**src/rtl/pipe_pkg.sv**
```systemverilog
// Shared definitions for the elastic pipeline stage.
package pipe_pkg;

  // Instruction value shown while the stage holds a bubble.
  localparam int unsigned NOP_IR_DEFAULT = 0;

  // Occupancy as seen from the two valid bits.
  typedef enum logic [1:0] {
    ST_EMPTY = 2'd0,
    ST_FULL  = 2'd1,
    ST_BOTH  = 2'd2
  } pipe_state_e;

  // Packed width of one stored {PC, IR, ctrl} entry.
  function automatic int unsigned payload_width(input int unsigned pc_w,
                                                input int unsigned ir_w,
                                                input int unsigned ctrl_w);
    return pc_w + ir_w + ctrl_w;
  endfunction

endpackage

```
**src/rtl/pipe_entry.sv**
```systemverilog
// One storage slot: a valid bit plus a payload register.
module pipe_entry #(
  parameter int unsigned W = 72
) (
  input  logic         clk,
  input  logic         reset,
  input  logic         clr,
  input  logic         load,
  input  logic         drop,
  input  logic [W-1:0] d,
  output logic         valid,
  output logic [W-1:0] q
);

  // Valid bit: reset/clear win, then load sets, then drop clears.
  always_ff @(posedge clk) begin
    if (reset || clr)
      valid <= 1'b0;
    else if (load)
      valid <= 1'b1;
    else if (drop)
      valid <= 1'b0;
  end

  // Payload only changes on load; it is never cleared.
  always_ff @(posedge clk) begin
    if (load)
      q <= d;
  end

endmodule

```
**src/rtl/pipe_stage_elastic.sv**
```systemverilog
// Elastic pipeline latch between processor stages: valid/ready handshake,
// two-entry skid buffer, flush with bubble injection, stall counter.
module pipe_stage_elastic
  import pipe_pkg::*;
#(
  parameter int unsigned      PC_W   = 32,
  parameter int unsigned      IR_W   = 32,
  parameter int unsigned      CTRL_W = 8,
  parameter logic [IR_W-1:0]  NOP_IR = IR_W'(NOP_IR_DEFAULT),
  parameter int unsigned      CNT_W  = 16
) (
  input  logic              clk,
  input  logic              reset,
  input  logic              in_valid,
  output logic              in_ready,
  input  logic [PC_W-1:0]   in_PC,
  input  logic [IR_W-1:0]   in_IR,
  input  logic [CTRL_W-1:0] in_ctrl,
  input  logic              flush,
  output logic              out_valid,
  input  logic              out_ready,
  output logic [PC_W-1:0]   out_PC,
  output logic [IR_W-1:0]   out_IR,
  output logic [CTRL_W-1:0] out_ctrl,
  output logic [CNT_W-1:0]  stall_cnt
);

  localparam int unsigned PAY_W = payload_width(PC_W, IR_W, CTRL_W);

  logic             main_valid, skid_valid;
  logic [PAY_W-1:0] main_q, skid_q, main_d, in_pay;
  logic             push, pop;
  logic             main_load, skid_load;
  pipe_state_e      state;

  assign in_pay   = {in_PC, in_IR, in_ctrl};
  assign in_ready = !skid_valid && !flush;
  assign push     = in_valid && in_ready;
  assign pop      = main_valid && out_ready;

  // MAIN refills from SKID when it holds data, otherwise from the input;
  // push is already blocked in BOTH, so the two sources never collide.
  assign main_load = (skid_valid && pop) || (push && (!main_valid || pop));
  assign main_d    = skid_valid ? skid_q : in_pay;
  assign skid_load = push && main_valid && !pop;

  pipe_entry #(.W(PAY_W)) u_main (
    .clk   (clk),
    .reset (reset),
    .clr   (flush),
    .load  (main_load),
    .drop  (pop),
    .d     (main_d),
    .valid (main_valid),
    .q     (main_q)
  );

  pipe_entry #(.W(PAY_W)) u_skid (
    .clk   (clk),
    .reset (reset),
    .clr   (flush),
    .load  (skid_load),
    .drop  (pop),
    .d     (in_pay),
    .valid (skid_valid),
    .q     (skid_q)
  );

  // Bubble mux on the MAIN valid bit.
  always_comb begin
    out_valid = main_valid;
    out_PC    = '0;
    out_IR    = NOP_IR;
    out_ctrl  = '0;
    if (main_valid)
      {out_PC, out_IR, out_ctrl} = main_q;
  end

  // Saturating count of back-pressured cycles.
  always_ff @(posedge clk) begin
    if (reset)
      stall_cnt <= '0;
    else if (main_valid && !out_ready && stall_cnt != '1)
      stall_cnt <= stall_cnt + 1'b1;
  end

  // Occupancy decode for debug and assertions.
  always_comb begin
    state = ST_EMPTY;
    if (skid_valid)
      state = ST_BOTH;
    else if (main_valid)
      state = ST_FULL;
  end

  a_skid_implies_main: assert property (@(posedge clk) disable iff (reset)
    skid_valid |-> main_valid);
  a_both_not_ready: assert property (@(posedge clk) disable iff (reset)
    (state == ST_BOTH) |-> !in_ready);

endmodule

```
**config.mk**
```make
export PLATFORM = sky130hd
export DESIGN_NAME = pipe_stage_elastic
export DESIGN_NICKNAME = d
export VERILOG_FILES = /design/src/rtl/pipe_pkg.sv /design/src/rtl/pipe_entry.sv /design/src/rtl/pipe_stage_elastic.sv
export SDC_FILE = /design/constraint.sdc
export NUM_CORES = 1
export LEC_CHECK = 0
export ABC_AREA = 1
export CAP_MARGIN = 20
export CORE_ASPECT_RATIO = 1.5
export CORE_MARGIN = 3
export CORE_UTILIZATION = 53
export CTS_CLUSTER_SIZE = 40
export DETAILED_ROUTE_END_ITERATION = 16
export PLACE_DENSITY = 0.88
export SLEW_MARGIN = 15
export SYNTH_ARGS = -nofsm -noshare
export SYNTH_HDL_FRONTEND = slang
export SYNTH_SLANG_ARGS = --single-unit
export TNS_END_PERCENT = 1
```
**constraint.sdc**
```tcl
create_clock -name clk -period 12.7 [get_ports clk]
set_input_delay 1.905 -clock clk [delete_from_list [all_inputs] [get_ports clk]]
set_output_delay 1.905 -clock clk [all_outputs]
set_load 0.05 [all_outputs]
```
* After elaboration in Yosys (flattened, before gate mapping)
Index checks and enable logic that the tools add are counted.
** Storage, ports and cells
- Register bits :: 162
- Bits in latches :: 0
- RAM bits :: 0
- ROM bits :: 0
- Bits of input ports :: 77
- Output and inout bits :: 90
- Logic and storage cells :: 33
- Memories :: 0
** Operators by class
- Add/subtract/negate cells :: 1
- $mul :: 0
- Divide/modulo/power cells :: 0
- Order comparisons :: 0
- Equal/unequal tests :: 1
- Shift operators :: 0
- Mux-type cells :: 7
- Bitwise operators :: 0
- Reductions and logical operators :: 19
** Operators by type and width (number)
- $mux 72 :: 1
- $mux 32 :: 2
- $add 16x1->16 const B :: 1
- $ne 16x16->1 const B :: 1
- $logic_and 1x1->1 :: 9
- $mux 8 :: 1
- $logic_not 1->1 :: 5
- $reduce_bool 2->1 :: 2
- $logic_or 1x1->1 :: 3
- $mux 1 :: 3

* Logic depth before layout (Yosys ltp)
Gate-level depths: netlist of the first run.
- Depth in word-level cells :: 6
- Mapped depth :: 9
- Depth with buffers taken out :: 9

* Modules after synthesis
Synthesis of the first run repeated with hierarchy kept, for this count alone.
** Unflattened totals
- Cell total of the unflattened synthesis :: 714
- Area total of the unflattened synthesis :: 6960.4 um^2
** Modules (own cells, without submodules)
- pipe_entry :: times used 2, cells an instance 80, area an instance 2213.4 um^2, seq. area each 2182.1 um^2
- pipe_stage_elastic :: times used 1, cells an instance 554, area an instance 2533.7 um^2, seq. area each 320.3 um^2

* Least setup slack after synthesis of the first run
No wires, ideal clock.
- Path kind :: input to register
- Start point :: in flush
- End point :: reg u_main.q[0], enable pin
- Setup time :: 527 ps
- Data arrival time :: 6296 ps
- Required time :: 12173 ps
- Slack :: 5876 ps
- Stages on the path :: 3
- Buffers on the path :: 0
- Path through :: nor2_1 -> nand2_1 -> a21oi_1
** On the way
- Word-level cells in the longest chain between the ends :: 5
** Ends and longest elaborated chain
- start: declaration :: line pipe_stage_elastic.sv:19 : input logic flush,
- $logic_not 1->1 :: line pipe_stage_elastic.sv:37 : assign in_ready = !skid_valid && !flush;
- $logic_and 1x1->1 :: line pipe_stage_elastic.sv:37
- $logic_and 1x1->1 :: line pipe_stage_elastic.sv:38 : assign push = in_valid && in_ready;
- $logic_and 1x1->1 :: line pipe_stage_elastic.sv:43 : assign main_load = (skid_valid && pop) || (push && (!main_valid || pop));
- $logic_or 1x1->1 :: line pipe_stage_elastic.sv:43
- via main_load :: line pipe_stage_elastic.sv:33 : logic main_load, skid_load;
- end signal: assignment :: line pipe_entry.sv:28 : q <= d;
- end: declaration :: line pipe_entry.sv:12 : output logic [W-1:0] q
The timed path passes the listed nets, and every way through them passes these cells.
A chain may end at the register's enable or synchronous reset.

* Worst setup path in the final report of the first run
- Start point :: in flush
- End point :: out in_ready
** On the way
- Word-level cells in the longest chain between the ends :: 2
** Ends and longest elaborated chain
- $logic_not 1->1 :: line pipe_stage_elastic.sv:37
- $logic_and 1x1->1 :: line pipe_stage_elastic.sv:37
- end: declaration :: line pipe_stage_elastic.sv:15 : output logic in_ready,
No other way between the ends.

==> results of run 1 <==
==> how the worst min path moves through the flow <==
stage	from	end	slack, ns	cells past startpoint
after global routing	u_skid.q[14]	u_main.q[14]	0.55	1
after global placement	stall_cnt[15]	stall_cnt[15]	0.52	2
after CTS	stall_cnt[12]	stall_cnt[12]	0.54	2
final	stall_cnt[12]	stall_cnt[12]	0.54	2
after detailed placement	stall_cnt[15]	stall_cnt[15]	0.53	2
after floorplan	u_skid.q[0]	u_main.q[0]	0.52	1
==> flip-flops by register name, indices dropped and copies added (netlist names) <==
| signal | cells |
|---|---|
| u_main.valid | 1 |
| u_skid.q | 72 |
| u_skid.valid | 1 |
| stall_cnt | 16 |
| u_main.q | 72 |
==> Yosys cell counts, drive strengths merged <==
master | n | area [um^2]
nand3 | 17 | 130
a21oi | 12 | 63.8
inv | 91 | 342
o21ai | 3 | 15.0
dfxtp | 18 | 360
nand3b | 1 | 7.51
buf | 9 | 51.3
nor3 | 2 | 15.0
ha | 1 | 12.5
nand4 | 4 | 25.0
nand2 | 114 | 445
nor2 | 48 | 200
clkbuf | 9 | 43.8
edfxtp | 144 | 4320
mux2 | 72 | 811
o22ai | 1 | 6.26
==> metal layers <==
layer,vias to the layer above,wire length [um]
met4,0,418
met5,-,0
met1,2168,5370
met2,175,7880
li1,2165,-
met3,39,917
==> area by class of cell <==
type	count	area (um^2)	share of cell area [%]
inverters	91	342	3.66
clock inverters	15	243	2.60
well taps	156	195	2.09
multi-input cells	275	1750	18.8
flip-flops and latches	162	4690	50.3
clock buffers	17	425	4.56
repair buffers	169	1680	18.1
==> power by group through the flow <==
stage	registers, mW	logic, mW	clock network [mW]
after floorplan	0.610	0.0387	0
after global placement	0.609	0.0785	0
after detailed placement	0.610	0.0809	0
after CTS	0.598	0.0814	0.578
after global routing	0.599	0.0860	0.600
final	0.598	0.0806	0.569
==> cells in the final DEF (no fill, tap or decap) <==
cell / netlist / final
o21ai_0: 3 / 3
mux2_2: 72 / 72
nor2_2: 2 / 2
clkbuf_16: 0 / 17
a21oi_2: 1 / 1
dfxtp_4: 0 / 1
clkdlybuf4s50_1: 0 / 166
inv_1: 89 / 89
nand4_1: 4 / 4
a21oi_1: 11 / 10
nor2_1: 44 / 43
nand2_4: 1 / 1
inv_2: 2 / 2
bufinv_16: 0 / 5
nand3_4: 2 / 2
inv_8: 0 / 3
nand2_2: 4 / 4
nor2_4: 2 / 3
nand3b_1: 1 / 1
nor3_2: 1 / 1
nor3_1: 1 / 1
inv_6: 0 / 4
dfxtp_2: 0 / 1
nand2_1: 109 / 109
nand3_2: 4 / 4
o22ai_1: 1 / 1
buf_4: 0 / 3
a21oi_4: 0 / 1
clkinv_4: 0 / 1
dfxtp_1: 18 / 16
ha_1: 1 / 1
nand3_1: 11 / 11
edfxtp_1: 144 / 144
clkinvlp_4: 0 / 2
==> worst register-to-register path: stages, from the launching register on <==
cell	delay, ns
dfxtp_4	0.98
nand2_1	0.25
a21oi_4	0.44
buf_4	0.72
==> cell families after synthesis <==
group	Yosys count	synth area share, %
compound gates	16	1.24
mux	72	11.8
fa+ha+maj	1	0.183
buf+inv	109	6.37
simple gates	186	12.0
flops	162	68.4
==> through the flow <==
stage               total power, mW  hold slack (ns)  std cells  util, %  setup slack, ns
global placement              0.688            0.520        853     68.9             7.48
finish                         1.25            0.539        885     74.2             7.46
CTS                            1.26            0.543        885     74.2             7.46
global route                   1.29            0.550        885     74.2             7.40
floorplan                     0.649            0.523        546        -             5.88
detailed placement            0.691            0.531        853     68.9             7.47
==> results.md, run 1 <==
- Die Span Y: 145 um
- Post-CTS sizing: 0
- Fin crit share: 41.2%
- Final Hold Viols: 0
- Fill cells: 786
- CTS tree: built
- ANT cells: 0
- Synthesized area per cell: 12.6 um^2
- Final ANT Viol Nets: 0
- DR vias/cell: approximately 5.1
- Worst VDD drop: 0.000112 V
- Pre-antenna DRT Iters: 4
- PortBufs: about 170
- Layout cells sized above 1: 17.8%
- Die width: 98.8 um
- Cells after Synth: 546
- Initial antenna violation count: 0
- Netlist cell types: 27
- Pint: 0.989 mW
- Crit-path max cell delay: 0.83 ns
- Crit path capture type: output pin
- Worst Setup Start Kind: primary input
- Crit-path leading delay family: buffers and inverters
- Worst path depth: 3
- Busiest grt layer: met2
- Post-CTS Hold Buffers: 0
- Initial Utilization: 54.5%
- Seq/Total Area, Yosys: 68.4%
- Die area: 14400 um^2
- Rows: 50
- RSZ-0062 raised after global routing: no
- Min Tclk post-route: 5.24 ns
- Largest net degree at the start of global routing: 76
- First-pass GRT wire length: 23.2 mm
- Max FO, Critical Path: 3
- Sw Pwr: approximately 0.26 mW
- FMAX: 191 MHz
- Boundary pin count: roughly 170
- Flop pwr share: 48.0%
- Vias: 4547
- Worst rel slew slack: 30.7%
- Routed wire length: about 15 mm
- Crit path required time: 10.80 ns
- Postcts setup bufs: 0
- Total global-route track usage: between 20% and 30%
- Crit-path slowest cell: clkdlybuf4s50_1
- Wirelength per Cell: approximately 16 um
- Clk pin slew, worst setup/hold paths: 0.06 ns
- Residual DRC: 0
- Flop2flop setup slack: between 9 and 10 ns
- Gr ovfl total: 0
- HPWL after DPL: roughly 9.9 mm
- Setup Skew: 0.00826 ns
- Switching share of power: between 20% and 30%
- Mapped Nets: roughly 620
- CP cell instances: clkdlybuf4s50_1 > nor2_1 > clkdlybuf4s50_1
- R2r startpoint: u_skid.valid
- Clock Sinks: 162
- WS Path Type: primary input to output pin
- Final Net Count: about 800
- Worst Setup SP: flush
- Final Cell Area: 9330 um^2
- Worst Path Buf+Inv: 2
- Iter 0 DRT Violations: between 150 and 200
- Htree depth: 4
- Synth Register Bits: 162
- Placeable Area: ~13000 um^2
- Reg2reg path depth: 3
- Clock network fraction of total power: 45.6%
- Syn. warnings: 0
- Longest Clk Path Bufs: 2
- Inserted Clock Buffers: 17
- Setup violations, final: 0
- Outcome: complete, no violations
- Cell area power density: 134 nW/um^2
- Critical path arrival: ~3.3 ns
- Worst R2R End: u_main.q[56]
- Met3 Resource Use GR: roughly 5.3%
- Area growth, synth to finish: 36.1%
- Setup_tns: 0 ns
- Vias in the first global route: 4712
- Worst Max-Slew Pin Slew: 1.04 ns
- Critical path endpoint: in_ready
- Placer Congestion: between 0.8 and 0.9
- Gate power share: 6.5%
- Leakage: 3.72 nW
- Clock latency on the worst-skew pair: 0.41 ns
- Hold Crit Class: flip-flop to flip-flop
- Root Buffer: clkbuf_16
- GR Util met2: 36.5%
- Cell area after synthesis: between 6000 and 7000 um^2
- Crit path top cell by count: clkdlybuf4s50_1
- GR Util met1: a little under a quarter
- Placed Area: ~8700 um^2
- Max-cap violations: 0
- Slew Limit Fails: 0
No activity file was read; power rests on OpenSTA's default activity.
==> inputs of run 2 (changes only) <==
--- a/config.mk
+++ b/config.mk
@@ -9,10 +9,10 @@
 export CAP_MARGIN = 20
 export CORE_ASPECT_RATIO = 1.5
 export CORE_MARGIN = 3
-export CORE_UTILIZATION = 53
+export CORE_UTILIZATION = 45
 export CTS_CLUSTER_SIZE = 40
 export DETAILED_ROUTE_END_ITERATION = 16
-export PLACE_DENSITY = 0.88
+export PLACE_DENSITY = 0.8
 export SLEW_MARGIN = 15
 export SYNTH_ARGS = -nofsm -noshare
 export SYNTH_HDL_FRONTEND = slang
==> constraint.sdc (replaced) <==
create_clock -name clk -period 4.4 [get_ports clk]
set_input_delay 0.66 -clock clk [delete_from_list [all_inputs] [get_ports clk]]
set_output_delay 0.66 -clock clk [all_outputs]
set_load 0.05 [all_outputs]
==> results.md, run 2 (synthesized netlist as in run 1, its figures left out) <==
- Outcome: complete, no violations
- Post-CTS sizing: 0 (unchanged)
- Worst rel slew slack: 34.2% (+3.4 points)
- Min Tclk post-route: roughly 3.3 ns
- Placeable Area: 14700 um^2 (+17%)
- ANT cells: 0 (unchanged)
- Slew Limit Fails: 0 (unchanged)
- Fin crit share: 74.1%
- Gr ovfl total: 0 (unchanged)
- Die Span Y: 157 um (+8.2%)
- Die area: 16800 um^2 (+17%)
- Routed wire length: 15.1 mm (+3.5%)
- Largest net degree at the start of global routing: 75 (-1.3%)
- Clock latency on the worst-skew pair: 0.41 ns (about the same)
- Final ANT Viol Nets: 0 (unchanged)
- Setup Skew: 0.00608 ns (-0.00218 ns)
- Iter 0 DRT Violations: 227 (+14%)
- Total global-route track usage: 18.4% (-2.3 points)
- Root Buffer: clkbuf_16
- Max-cap violations: 0 (unchanged)
- Boundary pin count: 167 (unchanged)
- Die width: 107 um (+8.0%)
- Most frequent cells in the layout: clkdlybuf4s50_1, edfxtp_1, nand2_1, inv_1, mux2_2
- Final Net Count: 797 (+0.38%)
- Htree depth: 4 (unchanged)
- Clk pin slew, worst setup/hold paths: 0.06 ns (about the same)
- Initial antenna violation count: 0 (unchanged)
- Worst Max-Slew Pin Slew: 0.988 ns (-0.0512 ns)
- RSZ-0062 raised after global routing: no
- Layout cells sized above 1: 17.6% (-0.19 points)
- Residual DRC: 0 (unchanged)
- Biggest regs: u_main.q: 72 flops, u_skid.q: 72 flops, stall_cnt: 16 flops
- Register area: 4690 um^2 (unchanged)
- Placer Congestion: 0.867 (-1.7%)
- Leakage: 3.68 nW (-1.1%)
- Worst slack at placement: 1.53 ns (-5.94 ns)
- Hold Crit Class: flip-flop to flip-flop
- Wirelength per Cell: 16.3 um (-1.2%)
- Pre-antenna DRT Iters: 5 (+1)
- Power Total: 3.38 mW (+170%)
- Post-CTS Hold Buffers: 0 (unchanged)
- Multi-input logic area: 1750 um^2 (unchanged)
- Setup violations, final: 0 (unchanged)
- GR Util met2: 32.5% (-4.0 points)
- Critical path arrival: 2.60 ns (-0.73 ns)
- Setup_tns: 0 ns (unchanged)
- Fill cells: 1173 (+49%)
- Placed Area: 8730 um^2 (+0.84%)
- Final WS setup: 1.14 ns (-6.33 ns)
- Initial Utilization: 46.5% (-8.0 points)
- Rows: 54 (+8.0%)
- Clock Sinks: 162 (unchanged)
- GR Util met1: 21.1% (-2.5 points)
- Final Cell Area: 9300 um^2 (-0.32%)
- HPWL after DPL: 10.4 mm (+5.3%)
- Final Hold Viols: 0 (unchanged)
- PortBufs: 166 (unchanged)
- Inserted Clock Buffers: 17 (unchanged)
- Met3 Resource Use GR: 4.68% (-0.61 points)
- FMAX: 307 MHz
- Crit path capture type: output pin
- First-pass GRT wire length: 23.9 mm (+2.9%)
- Postcts setup bufs: 0 (unchanged)
- Busiest grt layer: met2
- CTS tree: built
- Max FO, Critical Path: 35 (+32)
- Most common cell after layout, fill and taps aside: clkdlybuf4s50_1
- DP Cell Count: 896 (+5.0%)
- Vias: 4554 (+0.15%)
- Crit path required time: 3.74 ns (-7.06 ns)
- Longest Clk Path Bufs: 2 (unchanged)
- Area growth, synth to finish: 35.7%
- WS Path Type: flip-flop to output pin
- Worst VDD drop: 0.000294 V (+160%)
- Non-Filler Instances: 927 (+4.7%)
- Cell area power density: 363 nW/um^2 (+170%)
- Vias in the first global route: 4835 (+2.6%)
- Worst Setup Start Kind: flip-flop
- DR vias/cell: 4.91 (-4.4%)
-- run 2: cell types whose count changed in the layout (fill, tap and decap cells not counted) --
| cell | previous run | this run |
|---|---|---|
| buf_4 | 3 | 6 |
| bufinv_16 | 5 | 2 |
| inv_6 | 4 | 1 |
| clkinv_1 | 0 | 2 |
| clkinv_2 | 0 | 2 |
| clkinvlp_4 | 2 | 4 |
| inv_8 | 3 | 1 |
| clkbuf_1 | 0 | 1 |
-- run 2: layout make-up --
| class | count | share of cell area (%) |
|---|---|---|
| clock buffers | 18 | 4.62 |
| flip-flops and latches | 162 | 50.4 |
| well taps | 196 | 2.64 |
| multi-input cells | 275 | 18.8 |
| clock inverters | 13 | 1.47 |
| inverters | 91 | 3.67 |
| repair buffers | 172 | 18.4 |
-- run 2: critical path, cell delays in order (launching register included) --
cell and delay (ns):
dfxtp_2 0.71, buf_4 0.47, nand2_1 0.10, inv_1 0.08, clkdlybuf4s50_1 0.82
-- run 2: final timing paths --
| check | start | endpoint | slack, ns | depth (start not counted) |
|---|---|---|---|---|
| setup / recovery | u_main.valid | out_PC[11] | 1.14 | 4 |
| hold / removal | stall_cnt[15] | stall_cnt[15] | 0.54 | 2 |
| setup reg to reg | u_main.valid | u_skid.q[65] | 1.91 | 3 |
| hold reg to reg | stall_cnt[15] | stall_cnt[15] | 0.54 | 2 |
-- run 2: per-stage QoR --
| stage | hold WS (ns) | util [%] |
|---|---|---|
| after floorplan | 0.523 | - |
| after global placement | 0.523 | 59.3 |
| after detailed placement | 0.526 | 59.3 |
| after CTS | 0.537 | 63.1 |
| after global routing | 0.565 | 63.1 |
| final | 0.538 | 63.1 |
-- run 2: per-layer routing --
metal,vias to the layer above,part of all wire [%]
met1,2189,38
li1,2167,-
met5,-,0
met2,164,54
met4,0,2.8
met3,34,6.0
-- run 2: where the power goes --
part	internal, mW	switching [mW]	leakage, nW
Sequential	1.71	0.0126	1.47
Clock	0.832	0.584	0.265
Combinational	0.116	0.119	1.94
Total	2.66	0.716	3.68
==> inputs of run 3 (changes only) <==
==> constraint.sdc (replaced) <==
create_clock -name clk -period 2.8 [get_ports clk]
set_input_delay 0.42 -clock clk [delete_from_list [all_inputs] [get_ports clk]]
set_output_delay 0.42 -clock clk [all_outputs]
set_load 0.05 [all_outputs]
==> results.md, run 3 (synthesized netlist as in run 1, its figures left out) <==
- Routed wire length: 14.7 mm (-2.9%)
- Pre-antenna DRT Iters: 7 (+2)
- Vias: 4486 (-1.5%)
- Flop2flop setup slack: 0.74 ns (-1.17 ns)
- Cell area power density: 562 nW/um^2 (+55%)
- Iter 0 DRT Violations: 219 (-3.5%)
- CTS tree: built
- Total global-route track usage: 18.1% (-0.30 points)
- Worst Setup SP: u_main.valid
- Post-CTS Hold Buffers: 0 (unchanged)
- Worst Setup Start Kind: flip-flop
- Crit path required time: 2.38 ns (-1.36 ns)
- Placeable Area: 14700 um^2 (unchanged)
- ANT cells: 0 (unchanged)
- Layout cells sized above 1: 18.3% (+0.63 points)
- Fin crit share: 91.1%
- Biggest regs: u_main.q: 72 flops, u_skid.q: 72 flops, stall_cnt: 16 flops
- Setup_tns: 0 ns (unchanged)
- FMAX: approximately 400 MHz
- Hold slack: 0.526 ns (-0.0118 ns)
- Boundary pin count: 167 (unchanged)
- Wirelength per Cell: 15.8 um (-3.1%)
- Post-CTS sizing: 0 (unchanged)
- Clock latency on the worst-skew pair: 0.41 ns (about the same)
- Max-cap violations: 0 (unchanged)
- First-pass GRT wire length: 23.8 mm (-0.43%)
- Residual DRC: 0 (unchanged)
- PortBufs: 166 (unchanged)
- Initial antenna violation count: 0 (unchanged)
- RSZ-0062 raised after global routing: no
- Area growth, synth to finish: 36.4%
- Postcts setup bufs: 0 (unchanged)
- Placer Congestion: 0.911 (+5.1%)
- HPWL after DPL: 10.2 mm (-2.0%)
- Die area: 16800 um^2 (unchanged)
- Gr ovfl total: 0 (unchanged)
- Setup Skew: 0.00774 ns (+0.00166 ns)
- Leakage: 3.70 nW (+0.66%)
- Crit path capture type: output pin
- Longest Clk Path Bufs: 2 (unchanged)
- Htree depth: 4 (unchanged)
- Final Net Count: 798 (+0.13%)
- Hold Crit Class: flip-flop to flip-flop
- Final ANT Viol Nets: 0 (unchanged)
- Initial Utilization: 46.5% (unchanged)
- Final Hold Viols: 0 (unchanged)
- Die Span Y: 157 um (unchanged)
- DR vias/cell: 4.83 (-1.7%)
- Worst VDD drop: 0.000417 V (+42%)
- Clock Sinks: 162 (unchanged)
- Clk pin slew, worst setup/hold paths: 0.07 ns (about the same)
- Slew Limit Fails: 0 (unchanged)
- Worst rel slew slack: 60.3% (+26 points)
- Worst Max-Slew Pin Slew: 0.595 ns (-0.392 ns)
- Root Buffer: clkbuf_16
- Vias in the first global route: 4787 (-0.99%)
- Rows: 54 (unchanged)
- Largest net degree at the start of global routing: 47 (-37%)
- Die width: 107 um (unchanged)
- Reg2reg path depth: 4 (+1)
- Most frequent cells in the layout: clkdlybuf4s50_1, edfxtp_1, nand2_1, inv_1, mux2_2
- Min Tclk post-route: 2.55 ns
- Most common cell after layout, fill and taps aside: clkdlybuf4s50_1
- Inserted Clock Buffers: 17 (unchanged)
- Critical path arrival: 2.13 ns (-0.47 ns)
- R2r startpoint: u_main.valid
- Worst R2R End: u_skid.q[2]
- Outcome: complete, no violations
- Critical path endpoint: out_ctrl[4]
- WS Path Type: flip-flop to output pin
- Power Total: 5.25 mW (+56%)
- Setup violations, final: 0 (unchanged)
- Max FO, Critical Path: 46 (+31%)
run 3: cell count changes in the layout (fill, tap and decap cells not counted), sizes merged:
cell	before	now
clkbuf	18	17
inv	93	96
clkinvlp	4	2
buf	6	7
bufinv	2	1
clkinv	5	7
run 3: power breakdown:
| group | internal (mW) | switching (mW) | total, mW |
|---|---|---|---|
| sequential | 2.69 | 0.0151 | 2.71 |
| combinational | 0.185 | 0.193 | 0.379 |
| clock | 1.23 | 0.936 | 2.17 |
run 3: worst min path at each step:
stage	start	to	cells after the start
3_3_place_gp	stall_cnt[12]	stall_cnt[12]	2
3_5_place_dp	stall_cnt[12]	stall_cnt[12]	2
6_report	stall_cnt[12]	stall_cnt[12]	2
2_1_floorplan	reset	stall_cnt[12]	1
5_1_grt	stall_cnt[15]	stall_cnt[15]	2
4_1_cts	stall_cnt[12]	stall_cnt[12]	2
run 3: stage by stage:
stage / utilization [%] / cell area (um^2) / setup slack [ns] / std cells
floorplan: - / 6880 / 0.192 / 546
detailed placement: 59.7 / 8790 / 0.436 / 897
global route: 63.4 / 9340 / 0.107 / 929
global placement: 59.7 / 8790 / 0.514 / 897
CTS: 63.4 / 9340 / 0.207 / 929
finish: 63.4 / 9340 / 0.249 / 929
run 3: layout make-up:
cell class	count	area (um^2)
fillers	1165	5390
clock inverters	15	133
well taps	196	245
flip-flops and latches	162	4690
multi-input cells	275	1760
clock buffers	17	425
inverters	91	342
repair buffers	173	1750
run 3: critical path, stage by stage (launching register included):
cell and delay (ns):
dfxtp_2 0.32, buf_4 0.39, nand2_1 0.10, inv_1 0.08, clkdlybuf4s50_1 0.81
run 3: metal layers:
layer | global-route usage [%] | vias to the layer above | routed length, um
met2 | 32.0 | 151 | 7710
met1 | 20.8 | 2137 | 5790
li1 | - | 2178 | -
met4 | 6.09 | 0 | 258
met5 | 0 | - | 0
met3 | 5.83 | 20 | 918
